## src/rtl/memoredf_pkg.sv

```systemverilog
// Shared constants and types for the per-core packet path (dispatcher -> queue_bank -> EDF scheduler).
package memoredf_pkg;

    localparam int unsigned PACKET_WIDTH = 8;
    localparam int unsigned NB_QUEUES    = 4;
    localparam int unsigned QUEUE_DEPTH  = 8;

    typedef logic [PACKET_WIDTH-1:0]      packet_t;
    typedef logic [$clog2(NB_QUEUES)-1:0] queue_id_t;

    // Bits needed to count 0..depth inclusive.
    function automatic int unsigned occ_width(input int unsigned depth);
        return $clog2(depth + 1);
    endfunction

endpackage

```

## src/rtl/packet_fifo.sv

```systemverilog
// Single first-word-fall-through packet queue with drop-on-full and overflow pulse.
// Optional saturating drop counter when QUEUE_BANK_DROP_COUNT_EN is defined.
module packet_fifo
    import memoredf_pkg::*;
#(
    parameter int unsigned WIDTH = 8,
    parameter int unsigned DEPTH = 8
) (
    input  logic                          clock,
    input  logic                          reset,
    input  logic                          push,
    input  logic [WIDTH-1:0]              din,
    input  logic                          pop,
    output logic [WIDTH-1:0]              head,
    output logic                          empty,
    output logic                          full,
    output logic                          overflow,
`ifdef QUEUE_BANK_DROP_COUNT_EN
    output logic [15:0]                   dropcount,
`endif
    output logic [occ_width(DEPTH)-1:0]   occupancy
);

    localparam int unsigned AW = $clog2(DEPTH);
    localparam int unsigned OW = occ_width(DEPTH);

    logic [WIDTH-1:0] mem [DEPTH];
    logic [AW-1:0]    wptr;
    logic [AW-1:0]    rptr;
    logic [OW-1:0]    occ;
    logic [OW-1:0]    occ_next;
    logic             do_push;
    logic             do_pop;
    logic             drop;

    assign empty     = (occ == '0);
    assign full      = (occ == OW'(DEPTH));
    assign occupancy = occ;
    assign head      = empty ? '0 : mem[rptr];

    // A pop on a full queue frees the slot the simultaneous push needs.
    assign do_pop  = pop && !empty;
    assign do_push = push && (!full || do_pop);
    assign drop    = push && !do_push;

    always_comb begin
        occ_next = occ;
        case ({do_push, do_pop})
            2'b10:   occ_next = occ + 1'b1;
            2'b01:   occ_next = occ - 1'b1;
            default: occ_next = occ;
        endcase
    end

    always_ff @(posedge clock) begin
        if (do_push && !reset) begin
            mem[wptr] <= din;
        end
    end

    always_ff @(posedge clock) begin
        if (reset) begin
            wptr     <= '0;
            rptr     <= '0;
            occ      <= '0;
            overflow <= 1'b0;
        end else begin
            if (do_push) wptr <= wptr + 1'b1;
            if (do_pop)  rptr <= rptr + 1'b1;
            occ      <= occ_next;
            overflow <= drop;
        end
    end

`ifdef QUEUE_BANK_DROP_COUNT_EN
    always_ff @(posedge clock) begin
        if (reset) begin
            dropcount <= '0;
        end else if (drop && (dropcount != '1)) begin
            dropcount <= dropcount + 1'b1;
        end
    end
`endif

endmodule

```

## src/rtl/queue_bank.sv

```systemverilog
// Bank of NB_QUEUES independent FWFT packet queues fed by the dispatcher lanes.
// Define QUEUE_BANK_DROP_COUNT_EN to add per-queue saturating dropCount outputs.
module queue_bank
    import memoredf_pkg::*;
#(
    parameter int unsigned PACKET_WIDTH = memoredf_pkg::PACKET_WIDTH,
    parameter int unsigned NB_QUEUES    = memoredf_pkg::NB_QUEUES,
    parameter int unsigned QUEUE_DEPTH  = memoredf_pkg::QUEUE_DEPTH
) (
    input  logic                                            clock,
    input  logic                                            reset,
    input  logic [NB_QUEUES*PACKET_WIDTH-1:0]               packetsIn,
    input  logic [NB_QUEUES-1:0]                            produced,
    input  logic [NB_QUEUES-1:0]                            consume,
    output logic [NB_QUEUES*PACKET_WIDTH-1:0]               heads,
    output logic [NB_QUEUES-1:0]                            empty,
    output logic [NB_QUEUES-1:0]                            full,
    output logic [NB_QUEUES-1:0]                            overflow,
`ifdef QUEUE_BANK_DROP_COUNT_EN
    output logic [NB_QUEUES*16-1:0]                         dropCount,
`endif
    output logic [NB_QUEUES*occ_width(QUEUE_DEPTH)-1:0]     occupancy
);

    localparam int unsigned OW = occ_width(QUEUE_DEPTH);

    for (genvar i = 0; i < NB_QUEUES; i++) begin : g_queue
        packet_fifo #(
            .WIDTH (PACKET_WIDTH),
            .DEPTH (QUEUE_DEPTH)
        ) u_fifo (
            .clock     (clock),
            .reset     (reset),
            .push      (produced[i]),
            .din       (packetsIn[i*PACKET_WIDTH +: PACKET_WIDTH]),
            .pop       (consume[i]),
            .head      (heads[i*PACKET_WIDTH +: PACKET_WIDTH]),
            .empty     (empty[i]),
            .full      (full[i]),
            .overflow  (overflow[i]),
`ifdef QUEUE_BANK_DROP_COUNT_EN
            .dropcount (dropCount[i*16 +: 16]),
`endif
            .occupancy (occupancy[i*OW +: OW])
        );
    end

endmodule

```

## config.mk

```make
export PLATFORM = sky130hd
export DESIGN_NAME = queue_bank
export DESIGN_NICKNAME = d
export VERILOG_FILES = /design/src/rtl/memoredf_pkg.sv /design/src/rtl/packet_fifo.sv /design/src/rtl/queue_bank.sv
export SDC_FILE = /design/constraint.sdc
export NUM_CORES = 1
export LEC_CHECK = 0
export CORE_ASPECT_RATIO = 1.1
export CORE_MARGIN = 2
export CORE_UTILIZATION = 30
export CTS_BUF_LIST = sky130_fd_sc_hd__clkbuf_16
export DETAILED_ROUTE_END_ITERATION = 7
export PLACE_DENSITY = 0.45
export SYNTH_ARGS = -nofsm -noshare
export SYNTH_HDL_FRONTEND = slang
export SYNTH_SLANG_ARGS = --single-unit
```

## constraint.sdc

```tcl
create_clock -name clock -period 7.4 [get_ports clock]
set_input_delay 1.48 -clock clock [delete_from_list [all_inputs] [get_ports clock]]
set_output_delay 1.48 -clock clock [all_outputs]
set_load 0.03 [all_outputs]
```

* Word level (Yosys, flattened, before mapping) *
Memories as Yosys holds them, arrays and structs flattened. A register that Yosys moved wholly into a read port is not among the register bits.
Index checks and enable logic that the tools add are counted.

operators by class
  reductions and logical operators = 41
  add/subtract/negate cells = 16
  muxes and demuxes = 24
  eq/ne operators = 12

operators with widths
  operator                                          number
  2-to-1 mux 8 bit                                  4
  one-hot mux 4 bit (2 select lines)                4
  adder 3 x 1 -> 3 bit, second input constant       8
  2-to-1 mux 3 bit                                  8
  adder 4 x 1 -> 4 bit, second input constant       4
  == test 4 bit, second input constant              4
  logical AND 1 bit                                 16
  logical NOT 4 bit                                 4
  subtractor 4 x 1 -> 4 bit, second input constant  4
  logical NOT 1 bit                                 13
  == test 2 x 1 -> 1 bit, second input constant     4
  == test 2 bit, second input constant              4
  2-to-1 mux 1 bit                                  8
  nonzero test 2 bit                                4
  logical OR 1 bit                                  4

storage, ports and cells
  memories kept = 4
  memory bits (writable) = 256
  register bits = 44
  word-level logic and storage cells = 113

memories
  name                   words  width  read ports  clocked after Yosys merged registers in  wr ports  RTL line           RTL
  g_queue[0].u_fifo.mem  8      8      1           1                                        1         packet_fifo.sv:27  logic [WIDTH-1:0] mem [DEPTH];
  g_queue[1].u_fifo.mem  8      8      1           1                                        1         packet_fifo.sv:27
  g_queue[2].u_fifo.mem  8      8      1           1                                        1         packet_fifo.sv:27
  g_queue[3].u_fifo.mem  8      8      1           1                                        1         packet_fifo.sv:27

* Longest topological paths before layout *
  depth in word-level cells = 8
  mapped depth = 11

* Cells and area by module *
Synthesis repeated with hierarchy kept, for this count alone.

unflattened totals
  cells, all modules = 764
  area, all modules = 12,952.4 µm²

by module, submodules not included
  module       seq. area each (µm²)  cells an instance  times used  area an instance (µm²)
  packet_fifo  2,202.1               191                4           3,238.1

* Worst setup path before layout *
Ideal clock, no wire load.

  kind = input-to-reg
  start = input reset
  end = memory g_queue[2].u_fifo.mem[6][0] (enable)
  slack = 4.201 ns
  stages on the path = 3
  required time = 7.002 ns
  buffers on the path = 2
  library setup time = 0.398 ns
  data arrival time = 2.801 ns
  cells stage by stage = buf_2 -> clkbuf_1 -> nor4b_1

between the ends
  longest elaborated chain between the ends = 4

ends and longest elaborated chain
  what                                    RTL line           RTL
  from (decl)                             queue_bank.sv:11   input logic reset,
  logical NOT 1 bit                       packet_fifo.sv:56  if (do_push && !reset) begin
  logical AND 1 bit                       packet_fifo.sv:56
  2-to-1 mux 1 bit                        packet_fifo.sv:56
  2-to-1 mux 1 bit (implied by the code)  packet_fifo.sv:57  mem[wptr] <= din;
  to (decl)                               packet_fifo.sv:27

Every way passes these cells.

==> results.py <==
metrics = {
    "hold_path": {
        "min_path_cells": 2,
        "min_path_type": "flop to flop",
    },
    "clock_tree": {
        "cts_buffers": 37,
        "cts_tree": "done",
        "cts_max_level": 2,
        "root_buffer": "clkbuf_16",
        "postCtsSetupRepairBufs": 0,
        "cts_resized": 0,
        "clkTransAtPathRegs_ns": 0.06,
        "cts.path.max_buffers": 3,
        "ctsHoldBuffers": 0,
        "clock-sinks": 312,
        "clk_latency_ns": 0.52,
    },
    "setup_path": {
        "r2r_setup_slack_ns": 4.72,
        "cp_cell_sequence": "mux4_2, mux2i_1, nor2_1, clkdlybuf4s50_1",
        "start_kind": "flop",
        "critPathSlowestCell": "dfxtp_1",
        "crit_fanout": 16,
        "cp_top_family": "flip-flops",
        "cp.required_ns": 5.92,
        "cp.arrival_ns": 2.78,
        "crit_buf_inv": 1,
        "cp.depth": 4,
        "worstSetupPathType": "flop to output pin",
        "slowest_delay_ns": 0.92,
        "reg2regPathDepth": 4,
        "cp-end-kind": "output pin",
    },
    "status": {
        "status": "finished, final reports clean",
    },
    "route": {
        "vias_per_cell": 4.54,
        "wl_um": 26600,
        "postRouteAntennaNets": 0,
        "vias": 6446,
        "drt_iter0_drc": 242,
        "drt_first_pass_iters": 5,
        "wl_per_cell_um": 18.7,
        "drc_errors": 0,
    },
    "timing": {
        "finalSetupTns_ns": 0,
        "layout_worst_path_cycle_share_pct": 57.6,
        "maxSlewHeadroom_pct": 18.8,
        "hold_viol": 0,
        "maxSlewViolCount": 0,
        "fin_skew_ns": 0.0137,
        "setup_viol_count_final": 0,
        "finalCriticalPeriod_ns": 4.26,
        "worst_pin_slew_ns": 1.21,
        "rsz0062_at_grt": "no",
        "fmaxAchievable_ghz": 0.235,
    },
    "floorplan": {
        "io_pins": 102,
        "core_area_um2": 41400,
        "start_util_pct": 30.5,
        "die_area_um2": 43700,
        "rows": 78,
        "die_h_um": 219,
        "chipWidth_um": 200,
    },
    "global_routing": {
        "grt_max_degree": 37,
        "overflow": 0,
        "use_met3_pct": 2.40,
        "antenna_found_initial": 0,
        "grtUsageMet1_pct": 16.9,
        "grt_usage_pct": 12.6,
        "first_global_vias": 6769,
        "use_met2_pct": 20.4,
        "busiest_layer": "met2",
        "grt_pass1_wl_um": 40800,
    },
    "yosys": {
        "avgSynthCellArea_um2": 17.4,
        "yosysTopAreaCellShare_pct": 60.9,
        "synth_cells": 726,
        "synth_area_leader_cell": "edfxtp_1",
        "ys_ff_latch": 312,
        "netlist_area_um2": 12600,
        "synth.area.top_cells": "edfxtp_1 61%, mux4_2 11%, dfxtp_1 8.9%, mux2i_1 3.4%, nor2_1 2.7%",
        "ys_seq_area_share_pct": 69.8,
        "ys_types": 43,
        "syn-num-nets": 788,
        "yosysWarnings": 0,
    },
    "placement": {
        "gp_congestion": 0.686,
        "placed_area_um2": 14200,
        "hpwl_um": 16800,
        "portBuffers": 101,
    },
    "layout": {
        "diodes": 0,
        "drive_above_1_share_pct": 18.4,
        "nNetsFinal": 896,
        "design_area_um2": 15300,
        "syn_to_final_growth_pct": 21.5,
    },
    "pwr": {
        "finalPower_mw": 5.32,
        "leakagePower_nw": 4.96,
        "powerDensity_nw_per_um2": 347,
        "ir_worst_vdd_mv": 0.160,
    },
    "job": {
        "drv_cap": 0,
    },
}
[placed cells by master (no fill, tap or decap), types with 5 or more instances in the layout]
cell type        count
nor2b_1              8
nor4b_1              6
dfxtp_1             56
nand3b_1             8
nand2_1             13
inv_1               15
xor2_1              20
o21ai_0             10
xnor2_1              5
clkbuf_16           37
mux2i_1             43
nor3_1               7
buf_4               15
a21oi_1              8
clkdlybuf4s50_1    100
mux4_2              64
ha_1                20
nor4_2               5
nand2b_1             8
clkinv_2             8
nor2_1              91
edfxtp_1           256
[power breakdown]
group	total (mW)	leakage, nW	switching [mW]	internal, mW
logic	1.52	1.59	0.820	0.695
registers	2.11	2.77	0.119	1.99
clock network	1.70	0.595	0.687	1.01
[worst min-delay path, stage by stage (launching register included)]
cell      delay, ns
dfxtp_1        0.33
nand3b_1       0.08
nand2_1        0.05
[kinds of logic after synthesis]
| group | synth area share (%) |
|---|---|
| AOI/OAI and AO/OA | 1.92 |
| xor gates and xnor gates | 1.73 |
| adders and majority gates | 1.98 |
| buffers and inverters | 2.46 |
| DFF | 69.8 |
| muxes | 15.0 |
| and+or+nand+nor | 7.13 |
[cell type report]
| type | count | area, µm² |
|---|---|---|
| Inverter | 5 | 23.8 |
| Timing Repair Buffer | 117 | 1130 |
| Multi-Input combinational cell | 361 | 3550 |
| Fill cell | 3929 | 26000 |
| Clock inverter | 28 | 201 |
| Tap cell | 560 | 701 |
| Clock buffer | 37 | 926 |
| Sequential cell | 312 | 8810 |
[through the flow]
step,instances,utilization [%],worst slack [ns],hold slack (ns)
final,1420,37.1,3.14,0.506
after CTS,1419,37.1,3.04,0.511
after floorplan,726,-,4.20,0.471
after global placement,1354,34.3,3.39,0.501
after global routing,1420,37.1,2.94,0.548
after detailed placement,1354,34.3,3.22,0.500
[cell usage after synthesis]
cell and n:
edfxtp_1 256, nor2_1 91, mux4_2 64, dfxtp_1 56, mux2i_1 43, ha_1 20, xor2_1 20, buf_4 16
nand2_1 13, buf_2 12, o21ai_0 10, buf_1 9, nor3_1 9, a21oi_1 8, nand2b_1 8, nand3b_1 8
nor2b_1 8, nor4b_1 7, clkbuf_1 6, nor4_1 5, xnor2_1 5, buf_6 4, inv_1 4, o211ai_1 4
or3_1 4, or4b_4 4, nor3b_1 3, o21ai_4 3, or3_2 3, or3b_2 3, a211o_1 2, a32o_1 2
mux2_2 2, nand3_1 2, nand4b_1 2, nor4bb_1 2, o22ai_1 2, a21oi_2 1, and3_1 1, clkbuf_2 1
clkinv_4 1, nand2_2 1, o21a_4 1
[metal layers]
layer	wire, µm	share of wire, %	up-vias
met5	0	0	-
met4	613	2.3	0
met3	1060	4.0	39
met2	12700	48	113
met1	12100	46	3273
li1	-	-	3021
[worst paths after layout]
check,start,endpoint
setup / recovery,flop,heads[28]
hold / removal,g_queue[1].u_fifo.wptr[0],g_queue[1].u_fifo.wptr[0]
setup reg to reg,g_queue[0].u_fifo.occupancy[1],g_queue[0].u_fifo.mem[1][5]
hold reg to reg,g_queue[1].u_fifo.wptr[0],g_queue[1].u_fifo.wptr[0]
[flip-flops by register name (all words and copies together), names as in the netlist, named ones only]
register                  cells
g_queue.u_fifo.occupancy     16
g_queue.u_fifo.rptr          12
g_queue.u_fifo.mem          256
g_queue.u_fifo.wptr          12
g_queue.u_fifo.overflow       4
Note: power is estimated with default switching activity, not from simulation.
